===== config.mk =====
export PLATFORM = sky130hd
export DESIGN_NAME = rsa_result_unloader
export DESIGN_NICKNAME = d
export VERILOG_FILES = /design/src/rtl/rsa_result_unloader.sv
export SDC_FILE = /design/constraint.sdc
export NUM_CORES = 2
export LEC_CHECK = 0
export CAP_MARGIN = 10
export CORE_ASPECT_RATIO = 1.75
export CORE_MARGIN = 5
export CORE_UTILIZATION = 23
export DETAILED_ROUTE_END_ITERATION = 8
export PLACE_DENSITY_LB_ADDON = 0.15
export SYNTH_ARGS = -nofsm -noshare
export SYNTH_HDL_FRONTEND = slang
export SYNTH_SLANG_ARGS = --single-unit

===== constraint.sdc =====
create_clock -name clk -period 21.8 [get_ports clk]
set_clock_uncertainty 0.2 [all_clocks]
set_input_delay 2.18 -clock clk [delete_from_list [all_inputs] [get_ports clk]]
set_output_delay 2.18 -clock clk [all_outputs]
set_load 0.01 [all_outputs]

===== src/rtl/rsa_result_unloader.sv =====
// Captures a word-serial MonPro result into a local buffer and streams it to the host on request.
// Optional build macro UNLOAD_MSW_FIRST_EN: stream most-significant word first instead of least.
module rsa_result_unloader #(
   parameter int DATA_WIDTH = 64,
   parameter int ADDR_WIDTH = 6
) (
   input  logic                  clk,
   input  logic                  reset,
   input  logic                  ld_valid,
   input  logic [DATA_WIDTH-1:0] ld_data,
   input  logic                  getResult,
   output logic                  out_valid,
   input  logic                  out_ready,
   output logic [DATA_WIDTH-1:0] out_data,
   output logic                  out_last,
   output logic                  full,
   output logic                  busy,
   output logic                  done,
   output logic                  overrun,
   output logic [ADDR_WIDTH:0]   word_count
);

   localparam int WORDS = 2 ** ADDR_WIDTH;
   localparam logic [ADDR_WIDTH-1:0] PTR_ZERO  = {ADDR_WIDTH{1'b0}};
   localparam logic [ADDR_WIDTH-1:0] PTR_ONE   = {{(ADDR_WIDTH-1){1'b0}}, 1'b1};
   localparam logic [ADDR_WIDTH-1:0] PTR_MAX   = {ADDR_WIDTH{1'b1}};
   localparam logic [ADDR_WIDTH:0]   WORDS_CNT = {1'b1, {ADDR_WIDTH{1'b0}}};

`ifdef UNLOAD_MSW_FIRST_EN
   localparam logic [ADDR_WIDTH-1:0] FIRST_IDX = PTR_MAX;
   localparam logic [ADDR_WIDTH-1:0] LAST_IDX  = PTR_ZERO;
`else
   localparam logic [ADDR_WIDTH-1:0] FIRST_IDX = PTR_ZERO;
   localparam logic [ADDR_WIDTH-1:0] LAST_IDX  = PTR_MAX;
`endif

   typedef enum logic [1:0] {
      S_IDLE   = 2'd0,
      S_FILL   = 2'd1,
      S_READY  = 2'd2,
      S_STREAM = 2'd3
   } state_t;

   function automatic logic [ADDR_WIDTH-1:0] next_rd(input logic [ADDR_WIDTH-1:0] p);
`ifdef UNLOAD_MSW_FIRST_EN
      return p - PTR_ONE;
`else
      return p + PTR_ONE;
`endif
   endfunction

   logic [DATA_WIDTH-1:0] mem_q [WORDS];

   state_t                state_q,      state_d;
   logic [ADDR_WIDTH-1:0] wr_ptr_q,     wr_ptr_d;
   logic [ADDR_WIDTH-1:0] rd_ptr_q,     rd_ptr_d;
   logic                  out_valid_q,  out_valid_d;
   logic [DATA_WIDTH-1:0] out_data_q,   out_data_d;
   logic                  out_last_q,   out_last_d;
   logic                  full_q,       full_d;
   logic                  busy_q,       busy_d;
   logic                  done_q,       done_d;
   logic                  overrun_q,    overrun_d;
   logic [ADDR_WIDTH:0]   word_count_q, word_count_d;
   logic                  mem_we_d;

   // Next-state, pointer and output computation for the capture/stream FSM.
   always_comb begin
      state_d     = state_q;
      wr_ptr_d    = wr_ptr_q;
      rd_ptr_d    = rd_ptr_q;
      out_valid_d = out_valid_q;
      out_data_d  = out_data_q;
      out_last_d  = out_last_q;
      done_d      = 1'b0;
      overrun_d   = overrun_q;
      mem_we_d    = 1'b0;

      case (state_q)
         S_IDLE: begin
            if (ld_valid) begin
               mem_we_d = 1'b1;
               wr_ptr_d = PTR_ONE;
               state_d  = S_FILL;
            end else begin
               state_d  = S_IDLE;
            end
         end
         S_FILL: begin
            if (ld_valid) begin
               mem_we_d = 1'b1;
               wr_ptr_d = wr_ptr_q + PTR_ONE;
               if (wr_ptr_q == PTR_MAX) begin
                  state_d = S_READY;
               end else begin
                  state_d = S_FILL;
               end
            end else begin
               state_d = S_FILL;
            end
         end
         S_READY: begin
            if (ld_valid) begin
               overrun_d = 1'b1;
            end else begin
               overrun_d = overrun_q;
            end
            if (getResult) begin
               state_d     = S_STREAM;
               out_valid_d = 1'b1;
               out_data_d  = mem_q[FIRST_IDX];
               out_last_d  = 1'b0;
               rd_ptr_d    = next_rd(FIRST_IDX);
            end else begin
               state_d     = S_READY;
            end
         end
         S_STREAM: begin
            if (ld_valid) begin
               overrun_d = 1'b1;
            end else begin
               overrun_d = overrun_q;
            end
            if (out_valid_q && out_ready) begin
               if (out_last_q) begin
                  // Leaving STREAM clears overrun even if a stray load lands in the same cycle.
                  out_valid_d = 1'b0;
                  out_last_d  = 1'b0;
                  done_d      = 1'b1;
                  rd_ptr_d    = PTR_ZERO;
                  overrun_d   = 1'b0;
                  state_d     = S_IDLE;
               end else begin
                  out_data_d  = mem_q[rd_ptr_q];
                  out_last_d  = (rd_ptr_q == LAST_IDX);
                  rd_ptr_d    = next_rd(rd_ptr_q);
                  state_d     = S_STREAM;
               end
            end else begin
               state_d = S_STREAM;
            end
         end
         default: begin
            state_d = S_IDLE;
         end
      endcase

      full_d = (state_d == S_READY);
      busy_d = (state_d != S_IDLE);
      case (state_d)
         S_FILL:  word_count_d = {1'b0, wr_ptr_d};
         S_READY: word_count_d = WORDS_CNT;
         default: word_count_d = {(ADDR_WIDTH+1){1'b0}};
      endcase
   end

   // FSM and registered output state.
   always_ff @(posedge clk or posedge reset) begin
      if (reset) begin
         state_q      <= S_IDLE;
         wr_ptr_q     <= PTR_ZERO;
         rd_ptr_q     <= PTR_ZERO;
         out_valid_q  <= 1'b0;
         out_data_q   <= {DATA_WIDTH{1'b0}};
         out_last_q   <= 1'b0;
         full_q       <= 1'b0;
         busy_q       <= 1'b0;
         done_q       <= 1'b0;
         overrun_q    <= 1'b0;
         word_count_q <= {(ADDR_WIDTH+1){1'b0}};
      end else begin
         state_q      <= state_d;
         wr_ptr_q     <= wr_ptr_d;
         rd_ptr_q     <= rd_ptr_d;
         out_valid_q  <= out_valid_d;
         out_data_q   <= out_data_d;
         out_last_q   <= out_last_d;
         full_q       <= full_d;
         busy_q       <= busy_d;
         done_q       <= done_d;
         overrun_q    <= overrun_d;
         word_count_q <= word_count_d;
      end
   end

   // Result buffer; contents are don't-care after reset so it carries no reset.
   always_ff @(posedge clk) begin
      if (mem_we_d) begin
         mem_q[wr_ptr_q] <= ld_data;
      end
   end

   assign out_valid  = out_valid_q;
   assign out_data   = out_data_q;
   assign out_last   = out_last_q;
   assign full       = full_q;
   assign busy       = busy_q;
   assign done       = done_q;
   assign overrun    = overrun_q;
   assign word_count = word_count_q;

endmodule


=== Yosys cells after proc, flatten, opt, wreduce, memory -nomap -nowiden ===
Memory sizes are Yosys's and may differ from the RTL's.
Cells that the tools add are included.
W data, S select, Z words.

* Bits in writable memories: 4,096
* Memories kept: 1
* Word-level logic and storage cells: 71
* Register bits: 91

* Mux-type cells: 38
* Reductions and logical operators: 8
* Equality and inequality tests: 11
* $add $sub $neg: 2

{| class="wikitable"
|+ Memories
! name !! depth !! width !! rd ports !! clocked after memory_dff !! wr ports !! RTL line !! text
|-
| mem_q || 64 || 64 || 2 || 0 || 1 || 52 || <nowiki>logic [DATA_WIDTH-1:0] mem_q [WORDS];</nowiki>
|}

{| class="wikitable"
|+ Operators by type and width
! cell !! count
|-
| $mux W64 || 3
|-
| $pmux W64 S2 || 1
|-
| $mux W6 || 5
|-
| $pmux W6 S2 || 2
|-
| $mux W1 || 18
|-
| $pmux W7 S2 || 1
|-
| $add A6 B1 Y6 const B || 2
|-
| $eq A6 B6 Y1 const B || 2
|-
| $mux W2 || 4
|-
| $ne A2 B2 Y1 const B || 4
|-
| $pmux W2 S4 || 1
|-
| $reduce_and A4 Y1 || 2
|-
| $eq A2 B2 Y1 const B || 3
|-
| $pmux W1 S2 || 3
|-
| $eq A2 B1 Y1 const B || 2
|-
| $reduce_bool A2 Y1 || 2
|-
| $reduce_and A3 Y1 || 1
|-
| $logic_not A2 Y1 || 1
|-
| $reduce_or A2 Y1 || 1
|-
| $logic_and A1 B1 Y1 || 1
|}

=== Longest topological paths before layout ===
* Depth after elaboration: 6
* Depth in mapped cells: 11
* Depth with buffers taken out: 8

=== Worst setup path before layout ===
No wires, ideal clock.

* Path kind: in2reg
* From: in ld_valid
* To: mem mem_q[24][0] (enable)
* Path slack: 12.240 ns
* Arrival: 8.715 ns
* Required time: 20.955 ns
* Library setup time: 0.645 ns
* Stages: 4
* Buffers on the path: 0
* Cell sequence: nand2b_1 nor2_1 nand3_1 nor4_1

* Cells in the longest elaborated chain, start to end: 4

{| class="wikitable"
|+ RTL lines
! what !! RTL line !! text
|-
| from (decl) || 9 || <nowiki>input logic ld_valid,</nowiki>
|-
| $mux W1 || 81, 90 ||
|-
| $mux W1 || -- ||
|-
| $mux W1 || 188 || <nowiki>if (mem_we_d) begin</nowiki>
|-
| $mux W1 (not written as such) || 189 || <nowiki>mem_q[wr_ptr_q] <= ld_data;</nowiki>
|-
| to (decl) || 52 ||
|}

Every way passes these cells.

=== Worst setup path after layout ===
* From: reg rd_ptr_q[0]
* To: reg out_data_q[41] (netlist: out_data[41])

* Cells in the longest elaborated chain, start to end: 4

{| class="wikitable"
|+ RTL lines
! what !! RTL line !! text
|-
| from (decl) || 56 || <nowiki>logic [ADDR_WIDTH-1:0] rd_ptr_q, rd_ptr_d;</nowiki>
|-
| from (signal assigned) || 174 || <nowiki>rd_ptr_q <= rd_ptr_d;</nowiki>
|-
| $mem_v2 Z64 W64 || -- ||
|-
| $mux W64 || 125 || <nowiki>if (out_last_q) begin</nowiki>
|-
| $mux W64 || 124 || <nowiki>if (out_valid_q && out_ready) begin</nowiki>
|-
| $pmux W64 S2 || 79 || <nowiki>case (state_q)</nowiki>
|-
| to (signal assigned) || 164 || <nowiki>out_data_q <= {DATA_WIDTH{1'b0}};</nowiki>
|-
| to (signal assigned) || 176 || <nowiki>out_data_q <= out_data_d;</nowiki>
|-
| to (decl) || 58 || <nowiki>logic [DATA_WIDTH-1:0] out_data_q, out_data_d;</nowiki>
|}

Every way passes these cells. The select of a mux whose other input is x is not followed.
A chain may end at the register's enable or synchronous reset.

==> impl_metrics.csv <==
group,metric,value,unit
synth,syn_avg_cell_area,21.32,um2
cells_and_area,drive_above_1_share,23.02,%
routing,avgRoutedWirePerCell,34.24,um
timing,fmaxAchievable,148.4,MHz
critical_path,critPathLaunch,"rd_ptr_q[0]",
synth,ys_warn_count,0,
die,die_y,1118,um
grt,grt.overflow.total,0,
timing,hold_viol,0,
worst_hold_path,min_from,"out_data[28]",
clock_tree,ctsHoldBuffers,0,
critical_path,crit_path_max_incr_delay,0.91,ns
synth,ys.flop_type,"edfxtp_1",
critical_path,cp-start-kind,"register",
clock_tree,cts-root-buf,"clkbuf_16",
cells_and_area,fin_area,188300,um2
synth,syn_inst,7569,
clock_tree,cts_tree,"built",
run_status,run_status,"finished clean",
clock_tree,numCtsBuffers,390,
worst_hold_path,hp-class,"reg2reg",
clock_tree,cts-resized-gates,0,
critical_path,r2r_start,"rd_ptr_q[0]",
grt,grt_max_degree,93,
placed_design,dp_hpwl,360900,um
clock_tree,clk-insertion-delay-late,0.96,ns
critical_path,crit_path_end_kind,"register",
clock_tree,cts.clk_slew.worst_paths,0.07,ns
synth,yosys.area.top_type,"edfxtp_1",
critical_path,timing.critical_path.buf_inv,6,
timing,period_minus_slack,6.740,ns
synth,synthTopCellsByArea,"edfxtp_1 76%, mux4_2 10%, mux2i_1 5.0%, dfrtp_1 1.4%, nor2_1 0.58%",
synth,synth_edf_count,4096,
power,power.total,20.44,mW
die,die-area,719200,um2
synth,ys_async_sr_fraction,2.150,%
placed_design,placed_area,174800,um2
timing,tightest_slew,1.294,ns
routing,drc,0,
timing,layout_setup_ws,15.06,ns
power,power_density,108.5,nW/um2
grt,grt_pass1_vias,84440,
grt,grt_pass1_wl,798200,um
placed_design,place_ws,14.41,ns
synth,synthDistinctLibCells,62,
die,num_rows,407,
grt,grt_usage,16.22,%
placed_design,dpl.cell_count,16810,
cells_and_area,fin_nets,8077,
routing,ant_nets,0,
timing,hold_ws,0.3527,ns
timing,slew_viol_final,0,
die,initial_core_util,23.03,%
timing,rsz0062_at_grt,"no",
critical_path,critPathKind,"reg2reg",
synth,synth_top_area_share,76.21,%
cells_and_area,fin_cells,17600,
routing,num_vias,80780,
grt,antenna_found_initial,75,
clock_tree,cts_buffer_depth,4,
power,p_leak,57.54,nW
critical_path,crit_slowest_cell,"dfrtp_4",
routing,drt_iter0_drc,7673,
synth,synth_seq_cells,4186,
cells_and_area,final_util,26.88,%
routing,wl,602600,um
timing,relSlewSlack,13.50,%
critical_path,path_max_fanout,72,
critical_path,critical-path-top-delay-family,"buffers and inverters",
timing,tns,0,ns
die,core,700700,um2
power,max-vdd-ir-drop,0.00007947,V
routing,drt_pass1_iterations,5,
placed_design,gp_congestion,0.7641,
cells_and_area,syn_to_final_growth,16.68,%
critical_path,critPathMostFrequentCell,"buf_4",
synth,synth_area,161400,um2
critical_path,crit_required,22.38,ns
die,die_width,643.2,um
synth,seq_area_frac_synth,77.61,%
critical_path,critPathArrivalTime,7.32,ns
synth,syn_nets,7644,
routing,via_per_inst,4.590,
die,ios,146,
timing,finalCritPeriodShare,30.92,%
clock_tree,clock-sinks,4186,
critical_path,worstPathCellList,"buf_4 > buf_4 > buf_12 > buf_4 > buf_4 > mux4_2 > mux2i_1 > o22ai_1 > nor4_2 > buf_4 > a221oi_1",
timing,setup_violations,0,
clock_tree,htreeDepth,5,
clock_tree,post_cts.repair.setup_buffers,0,
placed_design,portBuffers,145,
run,max_cap_violations,0,
sequential cells by signal, indices dropped and copies added (netlist names):
name / count
state_q: 2
mem_q: 4096
out_valid: 1
overrun: 1
word_count: 6
full: 1
wr_ptr_q: 6
out_data: 64
rd_ptr_q: 6
done: 1
out_last: 1
busy: 1
cell type report:
type / instances / area [um2]
clock buffers: 497 / 10550
fillers: 69840 / 512400
diodes: 61 / 152.6
multi-input cells: 2910 / 33980
well taps: 9202 / 11510
inverters: 25 / 106.4
flip-flops and latches: 4186 / 125300
repair buffers: 489 / 4061
clock inverters: 228 / 2683
metal layers:
layer / vias up / track usage [%] / part of all wire [%]
li1: 32530 / - / -
met1: 45260 / 18.98 / 38
met2: 2314 / 31.19 / 55
met3: 643 / 1.719 / 4.1
met4: 28 / 4.240 / 2.9
met5: - / 0 / 0.026
cells in the mapped netlist, drive strengths merged, types with 13 or more instances:
library cell,number
a211o,15
a211oi,34
a21oi,136
a221o,30
a221oi,46
a22o,37
a22oi,108
a311oi,33
a31o,18
a31oi,46
and3,13
buf,253
clkbuf,195
dfrtp,90
edfxtp,4096
inv,25
mux2,70
mux2i,801
mux4,733
nand2,142
nand3,29
nor2,249
nor2b,13
nor3,19
o211ai,40
o21ai,34
o221ai,44
o22a,34
o22ai,68
or2,17
or3,14
path summary, 6_finish.rpt:
check / end / slack, ns / depth (start not counted)
setup / recovery: out_data[41] / 15.06 / 11
hold / removal: out_data[28] / 0.35 / 2
setup reg to reg: out_data[41] / 15.06 / 11
hold reg to reg: out_data[28] / 0.35 / 2
max in group asynchronous: out_data[9] / 18.17 / 3
min in group asynchronous: busy / 1.49 / 2
where the power goes:
| part | total, mW | internal [mW] | switching, mW |
|---|---|---|---|
| clock network | 7.21 | 4.06 | 3.15 |
| logic | 4.03 | 1.67 | 2.36 |
| registers | 9.20 | 8.95 | 0.255 |
kinds of logic (layout without fill, tap and decap cells):
| kind of cell | Yosys count | after routing | synth area share [%] |
|---|---|---|---|
| buf+inv | 473 | 1239 | 1.737 |
| simple gates | 544 | 544 | 1.501 |
| other cells | 0 | 61 | 0 |
| fa+ha+maj | 6 | 6 | 0.04651 |
| compound gates | 756 | 756 | 3.424 |
| mux | 1604 | 1604 | 15.69 |
| flops | 4186 | 4186 | 77.61 |
layout by cell type, fill, tap and decap left out, types with 38 or more instances in the layout:
master	netlist	routed
a31oi_1	46	46
nor2_4	0	63
buf_2	93	60
o221ai_1	44	43
dfrtp_1	90	84
mux4_2	733	733
a21oi_1	136	136
edfxtp_1	4096	4096
clkbuf_1	195	75
clkdlybuf4s50_1	0	81
mux2i_1	801	800
o22ai_1	68	66
clkinv_1	0	67
bufinv_16	0	52
o211ai_1	38	38
a221oi_1	45	45
nor2_1	248	184
clkinv_2	0	58
a22oi_1	108	108
mux2_2	51	51
nand2_1	142	142
diode_2	0	61
buf_4	75	321
clkbuf_16	0	396
tightest hold or removal path, delay by kind of cell (launching register included):
kind                   cells  cell delay, ns
flip-flops                 1            0.39
AO/OA/AOI/OAI              1            0.06
buffers and inverters      1            0.06
(Power assumes the default switching activity.)
